**src/rtl/spi_slave_frame_pkg.sv**
```systemverilog
// spi_slave_pkg: frame states, command codes and counter-width helper shared by spi_slave_frame
package spi_slave_pkg;

    typedef enum logic [2:0] {
        IDLE,
        CHK_CMD,
        WRITE,
        READ_ADD,
        READ_DATA,
        TX_WAIT,
        TX_SHIFT,
        DONE
    } state_t;

    localparam logic [1:0] CMD_WR_ADDR = 2'b00;
    localparam logic [1:0] CMD_WR_DATA = 2'b01;
    localparam logic [1:0] CMD_RD_ADDR = 2'b10;
    localparam logic [1:0] CMD_RD_DATA = 2'b11;

    function automatic int spi_width_f(input int w);
        return $clog2(w + 2);
    endfunction

endpackage

```
**src/rtl/spi_slave_frame_if.sv**
```systemverilog
// spi_slave_frame_if: SPI pins plus command-word and read-data handshake to the memory controller
interface spi_slave_frame_if #(
    parameter int DATA_W = 8
);
    logic              ss_n;
    logic              mosi;
    logic              miso;
    logic [DATA_W+1:0] rx_data;
    logic              rx_valid;
    logic [DATA_W-1:0] tx_data;
    logic              tx_valid;
    logic              tx_ack;
    logic              busy;
    logic              rx_err;

    modport slave (
        input  ss_n, mosi, tx_data, tx_valid,
        output miso, rx_data, rx_valid, tx_ack, busy, rx_err
    );

    modport master (
        output ss_n, mosi, tx_data, tx_valid,
        input  miso, rx_data, rx_valid, tx_ack, busy, rx_err
    );
endinterface

```
**src/rtl/spi_slave_frame_shreg.sv**
```systemverilog
// spi_shreg: bidirectional shift register with parallel load, used for both RX and TX paths
module spi_shreg #(
    parameter int WIDTH = 8
) (
    input  logic             clk,
    input  logic             rst,
    input  logic             load_i,
    input  logic             shift_i,
    input  logic             msb_first_i,
    input  logic             ser_i,
    input  logic [WIDTH-1:0] din_i,
    output logic [WIDTH-1:0] q_o
);
    logic [WIDTH-1:0] q_q;

    assign q_o = q_q;

    // load wins over shift; shifting moves toward the MSB when msb_first_i, else toward the LSB
    always_ff @(posedge clk or posedge rst) begin
        if (rst) q_q <= '0;
        else if (load_i) q_q <= din_i;
        else if (shift_i) q_q <= msb_first_i ? {q_q[WIDTH-2:0], ser_i} : {ser_i, q_q[WIDTH-1:1]};
    end
endmodule

```
**src/rtl/spi_slave_frame.sv**
```systemverilog
// spi_slave_frame: SPI slave frame decoder with read-data return; SPI_SLAVE_PARITY_EN adds odd parity per word
module spi_slave_frame
    import spi_slave_pkg::*;
#(
    parameter int DATA_W    = 8,
    parameter bit MSB_FIRST = 1'b1
) (
    input logic              clk,
    input logic              rst,
    spi_slave_frame_if.slave bus
);
    localparam int W  = DATA_W + 2;
    localparam int CW = spi_width_f(W);
    localparam logic [CW-1:0] LAST_TX = CW'(DATA_W - 1);
`ifdef SPI_SLAVE_PARITY_EN
    localparam logic [CW-1:0] LAST_RX = CW'(W);
`else
    localparam logic [CW-1:0] LAST_RX = CW'(W - 1);
`endif

    state_t            state_q, state_d;
    logic [CW-1:0]     cnt_q, cnt_d;
    logic              rd_pending_q, rd_pending_d;
    logic [W-1:0]      rx_data_q, rx_data_d;
    logic [W-1:0]      rx_q, word;
    logic [DATA_W-1:0] tx_q;
    logic              rx_valid_q, rx_valid_d;
    logic              rx_err_q, rx_err_d;
    logic              tx_ack_q, tx_ack_d;
    logic              busy_q;
    logic              abort, rx_shift, tx_load, tx_shift, word_ok;
    logic              unused_bits;

`ifdef SPI_SLAVE_PARITY_EN
    // the word is already complete when the parity bit arrives; odd parity over word plus parity bit
    assign word    = rx_q;
    assign word_ok = ^{rx_q, bus.mosi};
`else
    // the last word bit arrives on the completing edge, so splice it in ahead of the shift register
    assign word    = MSB_FIRST ? {rx_q[W-2:0], bus.mosi} : {bus.mosi, rx_q[W-1:1]};
    assign word_ok = 1'b1;
`endif

    assign abort        = (state_q != IDLE) && bus.ss_n;
    assign bus.miso     = MSB_FIRST ? tx_q[DATA_W-1] : tx_q[0];
    assign bus.rx_data  = rx_data_q;
    assign bus.rx_valid = rx_valid_q;
    assign bus.rx_err   = rx_err_q;
    assign bus.tx_ack   = tx_ack_q;
    assign bus.busy     = busy_q;
    assign unused_bits  = ^{tx_q, rx_q};

    spi_shreg #(.WIDTH(W)) u_rx (
        .clk         (clk),
        .rst         (rst),
        .load_i      (1'b0),
        .shift_i     (rx_shift),
        .msb_first_i (MSB_FIRST),
        .ser_i       (bus.mosi),
        .din_i       ('0),
        .q_o         (rx_q)
    );

    // TX shifts in zeros, so miso falls to 0 by itself once the last bit has gone; abort clears it at once
    spi_shreg #(.WIDTH(DATA_W)) u_tx (
        .clk         (clk),
        .rst         (rst),
        .load_i      (tx_load | abort),
        .shift_i     (tx_shift),
        .msb_first_i (MSB_FIRST),
        .ser_i       (1'b0),
        .din_i       (tx_load ? bus.tx_data : '0),
        .q_o         (tx_q)
    );

    // frame decode: next state, bit counter, pending-read flag and one-cycle strobes
    always_comb begin
        state_d      = state_q;
        cnt_d        = '0;
        rd_pending_d = rd_pending_q;
        rx_data_d    = rx_data_q;
        rx_valid_d   = 1'b0;
        rx_err_d     = 1'b0;
        tx_ack_d     = 1'b0;
        rx_shift     = 1'b0;
        tx_load      = 1'b0;
        tx_shift     = 1'b0;
        if (abort) begin
            state_d = IDLE;
            if (state_q == TX_WAIT || state_q == TX_SHIFT) rd_pending_d = 1'b0;
        end else begin
            case (state_q)
                IDLE:    state_d = bus.ss_n ? IDLE : CHK_CMD;
                CHK_CMD: state_d = !bus.mosi ? WRITE : rd_pending_q ? READ_DATA : READ_ADD;
                WRITE, READ_ADD, READ_DATA: begin
                    rx_shift = 1'b1;
                    cnt_d    = cnt_q + 1'b1;
                    if (cnt_q == LAST_RX) begin
                        cnt_d      = '0;
                        rx_valid_d = word_ok;
                        rx_err_d   = !word_ok;
                        if (word_ok) rx_data_d = word;
                        if (word_ok && state_q == READ_ADD) rd_pending_d = 1'b1;
                        state_d = (word_ok && state_q == READ_DATA) ? TX_WAIT : DONE;
                    end
                end
                TX_WAIT: begin
                    if (bus.tx_valid) begin
                        tx_load  = 1'b1;
                        tx_ack_d = 1'b1;
                        state_d  = TX_SHIFT;
                    end
                end
                TX_SHIFT: begin
                    tx_shift = 1'b1;
                    cnt_d    = cnt_q + 1'b1;
                    if (cnt_q == LAST_TX) begin
                        cnt_d        = '0;
                        rd_pending_d = 1'b0;
                        state_d      = DONE;
                    end
                end
                default: state_d = state_q;
            endcase
        end
    end

    // state and registered outputs; busy tracks the state being entered so it has no extra lag
    always_ff @(posedge clk or posedge rst) begin
        if (rst) begin
            state_q      <= IDLE;
            cnt_q        <= '0;
            rd_pending_q <= 1'b0;
            rx_data_q    <= '0;
            rx_valid_q   <= 1'b0;
            rx_err_q     <= 1'b0;
            tx_ack_q     <= 1'b0;
            busy_q       <= 1'b0;
        end else begin
            state_q      <= state_d;
            cnt_q        <= cnt_d;
            rd_pending_q <= rd_pending_d;
            rx_data_q    <= rx_data_d;
            rx_valid_q   <= rx_valid_d;
            rx_err_q     <= rx_err_d;
            tx_ack_q     <= tx_ack_d;
            busy_q       <= state_d != IDLE;
        end
    end
endmodule

```
**src/flat_wrapper.sv**
```systemverilog
// flat-port wrapper written by rule: the top's interface ports become plain ports
module spi_slave_frame_flat import spi_slave_pkg::*;
#(
    parameter int DATA_W    = 8,
    parameter bit MSB_FIRST = 1'b1
)
  (clk, rst, bus_ss_n, bus_mosi, bus_tx_data, bus_tx_valid, bus_miso, bus_rx_data, bus_rx_valid, bus_tx_ack, bus_busy, bus_rx_err);
  spi_slave_frame_if #(.DATA_W(DATA_W)) bus_i ();
  input logic clk;
  input logic rst;
  input wire logic [$bits(bus_i.ss_n)-1:0] bus_ss_n;
  input wire logic [$bits(bus_i.mosi)-1:0] bus_mosi;
  input wire logic [$bits(bus_i.tx_data)-1:0] bus_tx_data;
  input wire logic [$bits(bus_i.tx_valid)-1:0] bus_tx_valid;
  output wire logic [$bits(bus_i.miso)-1:0] bus_miso;
  output wire logic [$bits(bus_i.rx_data)-1:0] bus_rx_data;
  output wire logic [$bits(bus_i.rx_valid)-1:0] bus_rx_valid;
  output wire logic [$bits(bus_i.tx_ack)-1:0] bus_tx_ack;
  output wire logic [$bits(bus_i.busy)-1:0] bus_busy;
  output wire logic [$bits(bus_i.rx_err)-1:0] bus_rx_err;
  assign bus_i.ss_n = bus_ss_n;
  assign bus_i.mosi = bus_mosi;
  assign bus_i.tx_data = bus_tx_data;
  assign bus_i.tx_valid = bus_tx_valid;
  assign bus_miso = bus_i.miso;
  assign bus_rx_data = bus_i.rx_data;
  assign bus_rx_valid = bus_i.rx_valid;
  assign bus_tx_ack = bus_i.tx_ack;
  assign bus_busy = bus_i.busy;
  assign bus_rx_err = bus_i.rx_err;
  spi_slave_frame #(.DATA_W(DATA_W), .MSB_FIRST(MSB_FIRST)) u_core (.clk(clk), .rst(rst), .bus(bus_i));
endmodule
```
**config.mk**
```make
export PLATFORM = sky130hd
export DESIGN_NAME = spi_slave_frame_flat
export DESIGN_NICKNAME = d
export VERILOG_FILES = /design/src/rtl/spi_slave_frame_pkg.sv /design/src/rtl/spi_slave_frame_if.sv /design/src/rtl/spi_slave_frame_shreg.sv /design/src/rtl/spi_slave_frame.sv /design/src/flat_wrapper.sv
export SDC_FILE = /design/constraint.sdc
export NUM_CORES = 1
export LEC_CHECK = 0
export ABC_CLOCK_PERIOD_IN_PS = 1900
export BUFFER_PORTS_ARGS = -buffer_cell sky130_fd_sc_hd__buf_2
export CORE_MARGIN = 2
export CORE_UTILIZATION = 57
export CTS_CLUSTER_SIZE = 24
export DETAILED_ROUTE_END_ITERATION = 6
export PLACE_DENSITY = 0.79
export SLEW_MARGIN = 30
export SYNTH_ARGS = -nofsm -noshare
export SYNTH_HDL_FRONTEND = slang
export SYNTH_HIERARCHICAL = 1
export SYNTH_SLANG_ARGS = --single-unit
```
**constraint.sdc**
```tcl
create_clock -name clk -period 1.9 [get_ports clk]
set_clock_uncertainty 0.05 [all_clocks]
set_input_delay 0.38 -clock clk [delete_from_list [all_inputs] [get_ports clk]]
set_output_delay 0.38 -clock clk [all_outputs]
set_load 0.02 [all_outputs]
```
==> results of run 1 <==
-- state kept, by name, indices dropped and copies added, names as in the netlist, 3 cells and up --
name / flops
u_core/u_rx/q_o: 10
u_core/state_q: 3
u_core/u_tx/q_o: 8
u_core/bus.rx_data: 10
u_core/cnt_q: 4
-- path summary, 6_finish.rpt --
check                                  startpoint               endpoint
min in group asynchronous                     rst  u_core/bus.rx_data[7]
max in group asynchronous                     rst      u_core/state_q[1]
worst min-delay path               bus_tx_data[1]     u_core/u_tx/q_o[1]
worst max-delay path            u_core/state_q[1]  u_core/bus.rx_data[3]
worst max register to register  u_core/state_q[1]  u_core/bus.rx_data[3]
worst min register to register    u_core/cnt_q[0]        u_core/cnt_q[0]
-- power by group through the flow --
stage / clock [mW] / sequential [mW] / combinational, mW
after floorplan: 0 / 0.972 / 0.376
after global placement: 0 / 0.985 / 0.481
after detailed placement: 0 / 0.990 / 0.484
after CTS: 0.625 / 0.974 / 0.488
after global routing: 0.674 / 0.988 / 0.559
final: 0.606 / 0.977 / 0.495
-- worst min-delay path: stages --
cell and delay [ns]:
buf_2 0.07, and2_1 0.10, nand2_1 0.05, o211ai_1 0.06
-- stage by stage --
| step | cells | total power, mW | area [sq um] |
|---|---|---|---|
| 3_5_place_dp | 284 | 1.47 | 2420 |
| 4_1_cts | 293 | 2.09 | 2530 |
| 3_3_place_gp | 284 | 1.47 | 2420 |
| 2_1_floorplan | 217 | 1.35 | 2250 |
| 6_report | 293 | 2.08 | 2540 |
| 5_1_grt | 293 | 2.22 | 2540 |
-- final cells by class --
class | instances | area (sq um)
clock buffers | 8 | 100
fillers | 290 | 1150
inverters | 8 | 30.0
multi-input cells | 155 | 1160
flip-flops and latches | 39 | 977
well taps | 48 | 60.1
repair buffers | 35 | 213
-- layer usage --
metal	vias up	GRT usage, %	wire, um
met4	0	7.14	52
li1	789	-	-
met5	-	0	0
met2	22	38.9	2220
met3	5	6.30	111
met1	768	30.4	1980
-- cells by family after synthesis --
| logic type | synth area share [%] |
|---|---|
| mux | 14.9 |
| xor+xnor | 0.799 |
| fa+ha+maj | 1.14 |
| compound gates | 13.3 |
| simple gates | 19.4 |
| buf+inv | 5.59 |
| flops | 44.5 |
| other cells | 0.343 |
-- cell usage after synthesis (all sizes together), types with 2 or more instances --
cell     number
and2          8
nand2        19
inv           8
a211oi        4
nor2b         2
buf          10
a21oi         4
o211ai       18
or3b         19
mux2         10
o21ai         2
dfrtp        39
conb          2
mux2i        18
clkbuf        5
a2111oi       2
nand3b        4
nor2          2
nand2b        6
ha            2
nand3         3
a31oi         2
-- repair_timing --
action,in CTS,in global routing
gates resized for setup,0,4
endpoints found under the hold margin,13,0
endpoints found under the setup margin,0,7
hold buffers,1,0
==> qor.txt, run 1 <==
Inserted Clock Buffers: 5
Commonest non-fill, non-tap cell in the layout: dfrtp_1
Status: finished clean
Most frequent cells in the layout: dfrtp_1 (38), buf_2 (26), nand2_1 (19)
Hold path cells: 4
# nets final: 259
H-tree depth: 2
Ys flop type: dfrtp_1
Clock network fraction of design power: 29.2%
Share of power burned in registers: 47.0%
Core footprint: 3690 sq um
Worst hold margin: 0.367 ns
DRC: 0
Setup Fix Bufs, Post-CTS: 0
Seq/Total Area, Yosys: 44.5%
Ant. Diodes: 0
Synth-to-layout area growth: 15.8%
Max Fclk: 0.558 GHz
Die height: 66.0 um
Die width: 66.0 um
Net switching share of the total power: 30.1%
TritonRoute pass-1 iters: 4
CP Cell Sequence: or3b_1, a211o_1, buf_12, mux2_4
Synth top area share: 44.5%
Synth area leaders: dfrtp_1 (45%), mux2i_1 (8.2%), mux2_4 (6.2%)
Vias per cell: 5.41
Syn Area/Cell: 10.9 sq um
WP data required: 2.02 ns
Placement Setup Slack: 0.0767 ns
CP peak stage delay: 0.45 ns
Gate power share: 23.8%
Critical path class: flop to flop
Antenna violations before repair: 0
Yosys reg bits: 39
GRT Util Overall: 23.6%
Final hold violation count: 0
Wire per inst: 14.9 um
Crit path max-delay family: flip-flops
Max Cap Viol: 0
TritonCTS Sinks: 39
Num ports: 28
Internal power: 1.45 mW
Largest net degree at the start of global routing: 20
Min Tclk post-route: 1.79 ns
Worst min-delay path class: input port to flop
PnR worst setup slack: 0.108 ns
FFs w/ async S/R, synth: 100%
Routed wire length: 4370 um
Crit path buffers/inverters: 1
Share of cells above drive strength 1: 25.7%
Net switching power: 626 uW
Rows: 22
First-pass GRT wire length: 7730 um
Setup crit start kind: flop
Largest area contributor in the netlist: dfrtp_1
DPL Wire Length: 3080 um
Slew Limit Fails: 0
Final period util: 94.3%
Leakage: 1.22 nW
CP Capture Type: flop
Starting Density: 59.4%
PwrDens: 818 nW/um^2
Worst Path Max Fanout: 11
Global route total overflow: 0
Antenna viol nets, final: 0
Critical Path Slowest Stage Cell: dfrtp_2
Cell Area, Synth: 2190 sq um
Distinct cells, synth: 39
I/O Buffers: 26
Yosys warns: 6
Clk Latency, worst-skew pair: 0.29 ns
Final setup viols: 0
Maximum VDD drop: 0.000411 V
Via count: 1584
Clock-pin slew on the worst setup and hold paths: 0.07 ns
Worst Reg-to-Reg Cells: 4
R2r setup slk: 0.11 ns
EDFF count, synth: 0
TritonCTS clock tree: built
Mapped Cells: 201
Placer Congestion: 0.814
Die Area: 4360 sq um
Final TNS setup: 0 ns
Unrepaired setup endpoints after global routing: false
Critical Path AT: 1.91 ns
Vias in the first global route: 1639
Root buf cell: clkbuf_8
CTS max path bufs: 2
1st-iter DRT viols: 144
WP depth: 4
Final core area utilization: 68.8%
(Power assumes the default switching activity.)
==> run 2: changes to the inputs <==
--- a/config.mk
+++ b/config.mk
@@ -5,13 +5,14 @@
 export SDC_FILE = /design/constraint.sdc
 export NUM_CORES = 1
 export LEC_CHECK = 0
-export ABC_CLOCK_PERIOD_IN_PS = 1900
+export ABC_CLOCK_PERIOD_IN_PS = 2200
 export BUFFER_PORTS_ARGS = -buffer_cell sky130_fd_sc_hd__buf_2
+export CAP_MARGIN = 20
 export CORE_MARGIN = 2
-export CORE_UTILIZATION = 57
+export CORE_UTILIZATION = 62
 export CTS_CLUSTER_SIZE = 24
 export DETAILED_ROUTE_END_ITERATION = 6
-export PLACE_DENSITY = 0.79
+export PLACE_DENSITY = 0.85
 export SLEW_MARGIN = 30
 export SYNTH_ARGS = -nofsm -noshare
 export SYNTH_HDL_FRONTEND = slang
==> constraint.sdc (replaced) <==
create_clock -name clk -period 2.2 [get_ports clk]
set_clock_uncertainty 0.05 [all_clocks]
set_input_delay 0.44 -clock clk [delete_from_list [all_inputs] [get_ports clk]]
set_output_delay 0.44 -clock clk [all_outputs]
set_load 0.02 [all_outputs]
==> qor.txt, run 2 (same netlist as run 1, synthesis figures left out) <==
DRC: 0 (unchanged)
H-tree depth: 2 (unchanged)
Slew Limit Fails: 0 (unchanged)
Max Used Layer: met4
Synth-to-layout area growth: 13.2%
Die width: 63.5 um (-3.9%)
Final Non-Filler Cells: 290 (-1.0%)
I/O Buffers: 26 (unchanged)
Worst min-delay path class: input port to flop
# placed instances: 281 (-1.1%)
Root buf cell: clkbuf_4
Num ports: 28 (unchanged)
First-pass GRT wire length: 7520 um (-2.8%)
Vias per cell: 5.49 (+1.6%)
GRT Util Overall: 24.0% (+0.44 points)
Global route total overflow: 0 (unchanged)
PwrDens: 682 nW/um^2 (-17%)
# fillers: 269 (-7.2%)
Inserted Clock Buffers: 5 (unchanged)
# nets final: 258 (-0.39%)
Max Cap Viol: 0 (unchanged)
Max Fclk: 0.515 GHz (-7.7%)
DR WL met2: 2120 um (-4.7%)
Critical Path AT: 2.13 ns (+0.22 ns)
Die height: 63.5 um (-3.9%)
Slew headroom: 48.6%
Min Tclk post-route: 1.94 ns (+0.150 ns)
WP data required: 2.39 ns (+0.37 ns)
DRT met1 WL: 2010 um (+1.6%)
Unrepaired setup endpoints after global routing: false
Critical path class: flop to flop
Wire per inst: 14.8 um (-0.56%)
Clk Latency, worst-skew pair: 0.35 ns (+0.06 ns)
Most frequent cells in the layout: dfrtp_1 (39), buf_2 (26), nand2_1 (19)
Slew @ Worst Pin: 0.770 ns
Placer Congestion: 0.773 (-5.0%)
Commonest non-fill, non-tap cell in the layout: dfrtp_1
Clock-pin slew on the worst setup and hold paths: 0.12 ns (+0.05 ns)
CTS max path bufs: 2 (unchanged)
Largest net degree at the start of global routing: 22 (+10%)
Rows: 21 (-4.5%)
Leakage: 1.20 nW (-1.9%)
Final period util: 88.3% (-6.1 points)
CTS resizes: 0 (unchanged)
Met3 WL: 136 um (+23%)
Net switching share of the total power: 32.1% (+1.9 points)
Worst Path Max Fanout: 11 (unchanged)
Net switching power: 542 uW (-13%)
Antenna violations before repair: 0 (unchanged)
Vias in the first global route: 1609 (-1.8%)
Final TNS setup: 0 ns (unchanged)
Die Area: 4030 sq um (-7.6%)
Share of cells above drive strength 1: 24.6% (-1.1 points)
DPL Wire Length: 3000 um (-2.7%)
Gate power share: 25.0% (+1.2 points)
Status: finished clean
1st-iter DRT viols: 104 (-28%)
Final hold violation count: 0 (unchanged)
Final setup viols: 0 (unchanged)
Antenna viol nets, final: 0 (unchanged)
Clock network fraction of design power: 25.3% (-3.9 points)
Setup crit start kind: flop
Share of power burned in registers: 49.7% (+2.7 points)
Internal power: 1.15 mW (-21%)
TritonCTS Sinks: 39 (unchanged)
Starting Density: 65.2% (+5.7 points)
TritonRoute pass-1 iters: 4 (unchanged)
Via count: 1593 (+0.57%)
CP Capture Type: flop
Ant. Diodes: 0 (unchanged)
TritonCTS clock tree: built
Routed wire length: 4300 um (-1.6%)
Maximum VDD drop: 0.000473 V (+15%)
Core footprint: 3360 sq um (-8.8%)
run 2: cell count changes in the layout (fill, tap and decap cells not counted), sizes merged:
| cell | delta |
|---|---|
| clkbuf | -1 |
| buf | -1 |
| clkinvlp | +1 |
run 2: power groups by stage:
stage	clock (mW)	combinational [mW]	sequential, mW
2_1_floorplan	0	0.325	0.840
3_3_place_gp	0	0.409	0.853
3_5_place_dp	0	0.415	0.856
4_1_cts	0.437	0.419	0.841
5_1_grt	0.478	0.475	0.851
6_report	0.427	0.423	0.842
run 2: cell type report:
type,count,area [sq um],area share (%)
Tap cell,46,57.6,2.32
Clock inverter,1,7.51,0.302
Inverter,8,30.0,1.21
Multi-Input combinational cell,155,1150,46.5
Sequential cell,39,976,39.3
Clock buffer,7,65.1,2.62
Timing Repair Buffer,34,193,7.76
run 2: worst paths after layout:
path	slack [ns]	cells after the start	end	from
setup / recovery	0.26	3	u_core/bus.rx_data[7]	u_core/state_q[1]
hold / removal	0.35	4	u_core/u_tx/q_o[0]	bus_tx_data[0]
setup reg to reg	0.26	3	u_core/bus.rx_data[7]	u_core/state_q[1]
hold reg to reg	0.46	1	u_core/cnt_q[0]	u_core/cnt_q[0]
max in group asynchronous	0.84	3	u_core/cnt_q[3]	rst
min in group asynchronous	0.58	3	u_core/u_tx/q_o[6]	rst
run 2: worst max-delay path: stages, from the launching register on:
cell and delay (ns):
dfrtp_1 0.46, or3b_1 0.40, a211o_1 0.55, mux2_4 0.38
run 2: per-layer routing:
| metal | vias up | GRT usage, % |
|---|---|---|
| met2 | 18 | 39.7 |
| met5 | - | 0 |
| met1 | 784 | 31.6 |
| met3 | 4 | 5.89 |
| met4 | 0 | 6.52 |
| li1 | 787 | - |
run 2: through the flow:
step	hold slack (ns)	utilization, %	total power [mW]	setup WS [ns]	instance area (sq um)
global route	0.341	73.8	1.80	0.181	2480
floorplan	0.206	-	1.16	0.445	2250
CTS	0.338	73.8	1.70	0.261	2480
finish	0.347	73.8	1.69	0.258	2480
detailed placement	0.372	71.4	1.27	0.281	2400
global placement	0.366	71.4	1.26	0.319	2400
run 2: timing repair:
action	in CTS	in global routing
hold buffers	1	0
setup buffers	0	0
endpoints found under the hold margin	8	0
